$ cat src/rtl/ndp_pkg.sv
// ndp_pkg: shared FSM encodings and data-width constant for the NDP job arbiter
package ndp_pkg;
  localparam int DATA_W = 32;
  typedef enum logic [2:0] {S_IDLE, S_CRST, S_STREAM, S_WAIT, S_DONE} ndp_state_e;
endpackage

$ cat src/rtl/ndp_rr_pick.sv
// ndp_rr_pick: combinational round-robin picker, first request at or after ptr
module ndp_rr_pick #(
  parameter int N  = 4,
  parameter int PW = N > 1 ? $clog2(N) : 1
) (
  input  logic [N-1:0]  req,
  input  logic [PW-1:0] ptr,
  output logic [N-1:0]  grant,
  output logic          found
);
  logic [PW-1:0] idx;
  // scan N positions starting at ptr, wrapping, and keep the first hit
  always_comb begin
    grant = '0;
    found = 1'b0;
    idx = '0;
    for (int k = 0; k < N; k++) begin
      idx = PW'((int'(ptr) + k) % N);
      if (!found && req[idx]) begin
        grant[idx] = 1'b1;
        found = 1'b1;
      end
    end
  end
endmodule

$ cat src/rtl/ndp_job_arbiter.sv
// ndp_job_arbiter: round-robin job arbiter feeding one NDP core with watchdog
module ndp_job_arbiter
  import ndp_pkg::*;
#(
  parameter int NUM_REQ = 4,
  parameter int LEN_W   = 16,
  parameter int TMO_W   = 20,
  localparam int IW     = NUM_REQ > 1 ? $clog2(NUM_REQ) : 1
) (
  input  logic                      clk,
  input  logic                      reset,
  input  logic [NUM_REQ-1:0]        req_valid,
  input  logic [NUM_REQ*LEN_W-1:0]  req_len,
  output logic [NUM_REQ-1:0]        req_ready,
  input  logic [NUM_REQ-1:0]        src_valid,
  input  logic [NUM_REQ*DATA_W-1:0] src_data,
  output logic [NUM_REQ-1:0]        src_ready,
  output logic                      core_reset,
  output logic                      core_data_in_flag,
  output logic [DATA_W-1:0]         core_data_in,
  input  logic                      core_data_read_flag,
  input  logic                      core_calc_done_flag,
  output logic                      done_valid,
  output logic [IW-1:0]             done_id,
  output logic                      done_err,
  input  logic                      done_ready
);
  ndp_state_e state, next;
  logic [NUM_REQ-1:0] pick;
  logic found;
  logic [IW-1:0] pick_id, gid, ptr;
  logic [LEN_W-1:0] pick_len, remain;
  logic [TMO_W-1:0] wdog, wdog_inc;
  logic err_q, streaming, xfer, last, tmo;

  ndp_rr_pick #(.N(NUM_REQ), .PW(IW)) u_pick (
    .req(req_valid),
    .ptr(ptr),
    .grant(pick),
    .found(found)
  );

  // encode the one-hot pick into an index
  always_comb begin
    pick_id = '0;
    for (int i = 0; i < NUM_REQ; i++) pick_id = pick[i] ? IW'(i) : pick_id;
  end

  assign pick_len  = req_len[pick_id*LEN_W +: LEN_W];
  assign streaming = state == S_STREAM;
  assign xfer      = streaming & src_valid[gid] & core_data_read_flag;
  assign last      = xfer && remain == LEN_W'(1);
  assign wdog_inc  = wdog + 1'b1;
  assign tmo       = &wdog_inc;

  assign core_reset        = reset | (state == S_CRST);
  assign core_data_in_flag = streaming & src_valid[gid];
  assign core_data_in      = streaming ? src_data[gid*DATA_W +: DATA_W] : '0;
  assign src_ready         = xfer ? NUM_REQ'(1) << gid : '0;
  assign done_valid        = state == S_DONE;
  assign done_id           = done_valid ? gid : '0;
  assign done_err          = done_valid & err_q;

  // state register
  always_ff @(posedge clk) begin
    if (reset) state <= S_IDLE;
    else state <= next;
  end

  // next-state and the one-cycle job accept
  always_comb begin
    next = state;
    req_ready = '0;
    unique case (state)
      S_IDLE: begin
        req_ready = found ? pick : '0;
        next = !found ? S_IDLE : pick_len == '0 ? S_DONE : S_CRST;
      end
      S_CRST:   next = S_STREAM;
      S_STREAM: next = last ? S_WAIT : S_STREAM;
      S_WAIT:   next = (core_calc_done_flag || tmo) ? S_DONE : S_WAIT;
      S_DONE:   next = done_ready ? S_IDLE : S_DONE;
      default:  next = S_IDLE;
    endcase
  end

  // job context: pointer, grant, word count, watchdog and error flag
  always_ff @(posedge clk) begin
    if (reset) begin
      ptr <= '0;
      gid <= '0;
      remain <= '0;
      wdog <= '0;
      err_q <= 1'b0;
    end else begin
      unique case (state)
        S_IDLE: if (found) begin
          gid <= pick_id;
          remain <= pick_len;
          ptr <= pick_id == IW'(NUM_REQ - 1) ? '0 : pick_id + 1'b1;
          err_q <= pick_len == '0;
          wdog <= '0;
        end
        S_STREAM: begin
          remain <= xfer ? remain - 1'b1 : remain;
          wdog <= '0;
        end
        S_WAIT: begin
          wdog <= wdog_inc;
          err_q <= !core_calc_done_flag && tmo;
        end
        default: ;
      endcase
    end
  end
endmodule

$ cat config.mk
export PLATFORM = sky130hd
export DESIGN_NAME = ndp_job_arbiter
export DESIGN_NICKNAME = d
export VERILOG_FILES = /design/src/rtl/ndp_pkg.sv /design/src/rtl/ndp_rr_pick.sv /design/src/rtl/ndp_job_arbiter.sv
export SDC_FILE = /design/constraint.sdc
export NUM_CORES = 1
export LEC_CHECK = 0
export ABC_AREA = 0
export BUFFER_PORTS_ARGS = -buffer_cell sky130_fd_sc_hd__buf_2
export CORE_MARGIN = 4
export CORE_UTILIZATION = 50
export CTS_CLUSTER_SIZE = 16
export DETAILED_ROUTE_END_ITERATION = 10
export GPL_ROUTABILITY_DRIVEN = 0
export PLACE_DENSITY = 0.88
export SYNTH_ARGS = -nofsm -noshare
export SYNTH_HDL_FRONTEND = slang
export SYNTH_HIERARCHICAL = 1
export SYNTH_SLANG_ARGS = --single-unit
export TNS_END_PERCENT = 20
$ cat constraint.sdc
create_clock -name clk -period 9.6 [get_ports clk]
set_clock_uncertainty 0.2 [all_clocks]
set_input_delay 1.44 -clock clk [delete_from_list [all_inputs] [get_ports clk]]
set_output_delay 1.44 -clock clk [all_outputs]
set_load 0.05 [all_outputs]
# Word-level counts from Yosys, hierarchy flattened
# Index checks and enable logic that the tools add are counted.
dict set report word_totals {
  regBits 44
  output_inout_bits 46
  word_cells 111
}
dict set report op_classes {
  addsub 6
  order_cmp 9
  n_eq_ne 8
  shifts 3
  mux 48
  n_bitwise 7
  n_reduce_logical 24
}
# cell count
set op_table {}
lappend op_table {{$shiftx A128 B8 Y32} 1}
lappend op_table {{$shiftx A64 B7 Y16} 1}
lappend op_table {{$pmux W20 S3} 1}
lappend op_table {{$mux W16} 2}
lappend op_table {{$mux W32} 1}
lappend op_table {{$pmux W16 S2} 1}
lappend op_table {{$mux W4} 7}
lappend op_table {{$add A20 B1 Y20 const B} 1}
lappend op_table {{$mux W20} 1}
lappend op_table {{$reduce_and A20 Y1} 1}
lappend op_table {{$eq A16 B1 Y1 const B} 1}
lappend op_table {{$logic_not A16 Y1} 1}
lappend op_table {{$mux W1} 16}
lappend op_table {{$sub A16 B1 Y16 const B} 1}
lappend op_table {{$lt A2 B3 Y1 const B} 5}
lappend op_table {{$pmux W3 S5} 1}
lappend op_table {{$mux W3} 4}
lappend op_table {{$or A4 B4 Y4} 3}
lappend op_table {{$bmux W1 S2} 5}
lappend op_table {{$logic_and A1 B1 Y1} 9}
lappend op_table {{$demux W1 S2} 4}
lappend op_table {{$ge A2 B1 Y1 const B} 4}
lappend op_table {{$mux W2} 4}
lappend op_table {{$eq A3 B2 Y1 const B} 2}
lappend op_table {{18 further kinds} 28}

# Longest topological paths before layout
dict set report depth {
  ltp_word 20
  ltp_mapped 16
  mapped_depth_nobuf 13
}

# By module
# The synthesis kept the hierarchy.
# mod instances cells_each area_per_inst_um2 seq_area_each_um2
set modules_own_cells {}
lappend modules_own_cells {ndp_job_arbiter 1 525 4236.6 880.8}
lappend modules_own_cells {ndp_rr_pick 1 62 494.2 0.0}

# Worst setup path after synthesis
# No wires, ideal clock.
dict set report synth_path {
  path_type {input -> output}
  startpoint {input port req_valid[0]}
  endpoint {output port req_ready[2]}
  arrival_time_ns 3.651
  t_required_ns 7.960
  slack_ns 4.309
  cell_stages 8
  n_path_buf 2
  path_cell_list {clkbuf_2 or3b_1 a2111o_1 nand3_2 o2bb2ai_1 inv_1 buf_1 nor2_1}
}
dict set report synth_between {
  elab_chain_len 14
}
# item line_no
set synth_lines {}
lappend synth_lines {{start, declared} ndp_job_arbiter.sv:12} ;# input logic [NUM_REQ-1:0] req_valid,
lappend synth_lines {{$bmux W1 S2} ndp_rr_pick.sv:19} ;# if (!found && req[idx]) begin
lappend synth_lines {{$mux W1 (implied by the code)} ndp_rr_pick.sv:19}
lappend synth_lines {{$mux W1} ndp_rr_pick.sv:19}
lappend synth_lines {{$logic_not A1 Y1} ndp_rr_pick.sv:19}
lappend synth_lines {{$logic_and A1 B1 Y1} ndp_rr_pick.sv:19}
lappend synth_lines {{$mux W1} ndp_rr_pick.sv:19}
lappend synth_lines {{$logic_not A1 Y1} ndp_rr_pick.sv:19}
lappend synth_lines {{$logic_and A1 B1 Y1} ndp_rr_pick.sv:19}
lappend synth_lines {{$mux W1} ndp_rr_pick.sv:19}
lappend synth_lines {{$logic_not A1 Y1} ndp_rr_pick.sv:19}
lappend synth_lines {{$logic_and A1 B1 Y1} ndp_rr_pick.sv:19}
lappend synth_lines {{$mux W4 (*)} ndp_rr_pick.sv:19}
lappend synth_lines {{net pick[2]} ndp_job_arbiter.sv:29} ;# logic [NUM_REQ-1:0] pick;
lappend synth_lines {{$mux W4 (*)} ndp_job_arbiter.sv:76} ;# req_ready = found ? pick : '0;
lappend synth_lines {{$mux W4 (*)} ndp_job_arbiter.sv:74} ;# unique case (state)
lappend synth_lines {{end, declared} ndp_job_arbiter.sv:14} ;# output logic [NUM_REQ-1:0] req_ready,
# The timed path passes the listed nets; every way through them passes the cells marked *. The select of a mux whose other input is x is not followed.

# Final worst setup path
dict set report layout_path {
  startpoint {register ptr[0]}
  endpoint {output port req_ready[2]}
}
dict set report layout_between {
  elab_chain_len 14
}
# item line_no
set layout_lines {}
lappend layout_lines {{start, declared} ndp_job_arbiter.sv:31} ;# logic [IW-1:0] pick_id, gid, ptr;
lappend layout_lines {{start signal, assigned} ndp_job_arbiter.sv:100} ;# ptr <= pick_id == IW'(NUM_REQ - 1) ? '0 : pick_id + 1'b1;
lappend layout_lines {{parallel branches: the longest is 11 deep, another holds $lt A2 B3 Y1} n/a}
lappend layout_lines {{$mux W4 (*)} ndp_rr_pick.sv:19}
lappend layout_lines {{net pick[2]} ndp_job_arbiter.sv:29}
lappend layout_lines {{$mux W4 (*)} ndp_job_arbiter.sv:76}
lappend layout_lines {{$mux W4 (*)} ndp_job_arbiter.sv:74}
# Mark *: on every way through the listed nets, which the timed path passes. The select of a mux whose other input is x is not followed.

==> qor.yml <==
run_status:
  status: "finished, final reports clean"
clocking:
  clockBufferDepth: 2
  numCtsBuffers: 5
  clk_latency_ns: 0.30
  clock-sinks: 44
  cts_tree: "built"
  cts-root-buf: "clkbuf_8"
  cts_hold_buf: 0
  cts.clk_slew.worst_paths_ns: 0.08
  cts_setup_buffers: 0
  ctsHtreeMaxLevel: 2
  cts.repair.resized: 0
grt:
  antenna_found_initial: 1
  grt_pass1_vias: 5387
  grt.total_usage_pct: 28.21
  overflow: 0
  grt_max_degree: 55
  grt_pass1_wl_um: 25940
synthesis:
  synth_top_cell_area_share_pct: 18.62
  synth_edf_count: 0
  syn_nets: 802
  netlist_area_sq_um: 4731
  synth-seq-cells: 44
  synth_top_flop_cell: "dfxtp_1"
  ys_types: 75
  seq_area_frac_synth_pct: 18.62
  yosys_warnings: 6
  postSynthAreaPerCell_sq_um: 8.059
  synthArstFlopShare_pct: 0
  synthCells: 587
  synthTopCellsByArea: "dfxtp_1 (19%), mux4_2 (16%), nor2_1 (5.6%)"
  synth.largest_area_cell: "dfxtp_1"
worst_setup_path:
  worstSetupStartpointType: "register"
  cp_slowest_cell: "o2bb2ai_1"
  critPathMaxFanout: 22
  end_kind: "primary output"
  crit_type: "reg2out"
  cp-startpoint: "ptr[0]"
  path_cells: "inv_1, ha_1, mux2i_1, mux2_2, a211oi_1, o2bb2ai_1, inv_1, nor2_1, buf_2"
  cpPeakStageDelay_ns: 0.81
  reg2reg_from: "ptr[0]"
  cp.arrival_ns: 4.29
  crit_required_ns: 7.96
  crit_top_cell: "inv_1"
worst_hold_path:
  hp-class: "reg2reg"
  hp-start: "remain[14]"
floorplan:
  die_h_um: 105.3
  io_pins: 251
  rows: 35
  dieArea_sq_um: 11080
  core_sq_um: 9240
  start_util_pct: 51.20
  die_w_um: 105.3
timing:
  relSlewSlack_pct: 31.52
  hold_violations: 0
  rsz0062_at_grt: "false"
  holdWs_ns: 0.2838
  post-route-period-util_pct: 61.75
  finalCriticalPeriod_ns: 5.928
  worstMarginPinSlew_ns: 1.027
  setup_violations: 0
  setup_tns_ns: 0
  slew_viol_final: 0
  max_freq_ghz: 0.1687
drt:
  vias: 5715
  ant_nets: 0
  dr.pass1.iters: 5
  drt_iter0_drc: 501
  wl_per_cell_um: 18.07
  via_per_inst: 6.119
  drt-total-wl_um: 16870
  drc: 0
place:
  dp_hpwl_um: 13140
  io_buffers: 250
finish:
  final_cell_mix: "buf_2 (250), nor2_1 (70), nand2_1 (46)"
  final_common_cell: "buf_2"
  antenna_cells: 0
  fin_nets: 1019
  syn2layout_area_growth_pct: 28.96
  drive_gt1_share_pct: 39.38
flow_run:
  timing.max_cap.violations: 0
power:
  power_leakage_nw: 2.668
  power_per_cell_area_nw_per_um2: 269.8
  vdd_drop_max_uv: 212.1
[path summary, 6_finish.rpt]
kind         slack, ns  cells past startpoint           end
min reg2reg       0.28                      2    remain[14]
max               3.67                      9  req_ready[2]
max reg2reg       4.15                     13      state[0]
min               0.28                      2    remain[14]
[flip-flops by register name (all words and copies together), names as in the netlist]
signal,cells
gid,2
wdog,20
state,3
err_q,1
ptr,2
remain,16
[per-layer routing]
metal	GRT usage [%]	share of wire (%)	vias to the layer above
met5	0	0.041	-
met4	5.061	1.5	2
met3	4.409	8.1	35
met2	50.59	51	300
met1	36.03	40	2734
li1	-	-	2644
[layout make-up]
class | instances | area, sq um
clock buffers | 7 | 96.34
clock inverters | 1 | 30.03
fillers | 776 | 3139
inverters | 13 | 48.80
multi-input cells | 486 | 3600
flip-flops and latches | 44 | 883.3
well taps | 129 | 161.4
repair buffers | 254 | 1281
[metrics by stage]
step / std cells / util [%] / worst slack, ns / instance area, sq um / total power, mW
floorplan: 587 / - / 4.309 / 4731 / 1.239
global placement: 926 / 64.66 / 4.211 / 5974 / 1.423
detailed placement: 926 / 64.66 / 4.092 / 5974 / 1.469
CTS: 934 / 66.03 / 3.818 / 6101 / 1.631
global route: 934 / 66.03 / 3.400 / 6101 / 1.772
finish: 934 / 66.03 / 3.672 / 6101 / 1.646
[Yosys cell counts (all sizes together) (10+ instances only)]
cell,instances
nor2,72
nand2,46
nand3,12
dfxtp,44
mux4,34
and2,41
inv,13
mux2i,20
a21oi,38
o21ai,29
ha,10
buf,20
o22ai,13
nor3,19
a211oi,13
clkbuf,24
[critical path: cells and delay by family, from the launching register on]
family                   cells  cell delay (ns)
adder cells (fa/ha/maj)      1             0.47
multiplexers                 2             0.67
AND/OR/NAND/NOR              1             0.19
flip-flops                   1             0.77
AO/OA/AOI/OAI                2             0.90
buffers and inverters        3             0.99
[cell families (layout without fill, tap and decap cells)]
group / Yosys count / in the layout / synth area share, %
xor+xnor: 6 / 6 / 1.111
compound gates: 149 / 149 / 21.05
simple gates: 263 / 263 / 29.52
buf+inv: 57 / 275 / 5.686
fa+ha+maj: 10 / 10 / 2.645
flops: 44 / 44 / 18.62
mux: 58 / 58 / 21.37
[where the power goes]
| part | internal, mW | switching [mW] |
|---|---|---|
| registers | 0.227 | 0.0888 |
| logic | 0.490 | 0.683 |
| clock network | 0.0919 | 0.0654 |
No activity file was read; power rests on OpenSTA's default activity.
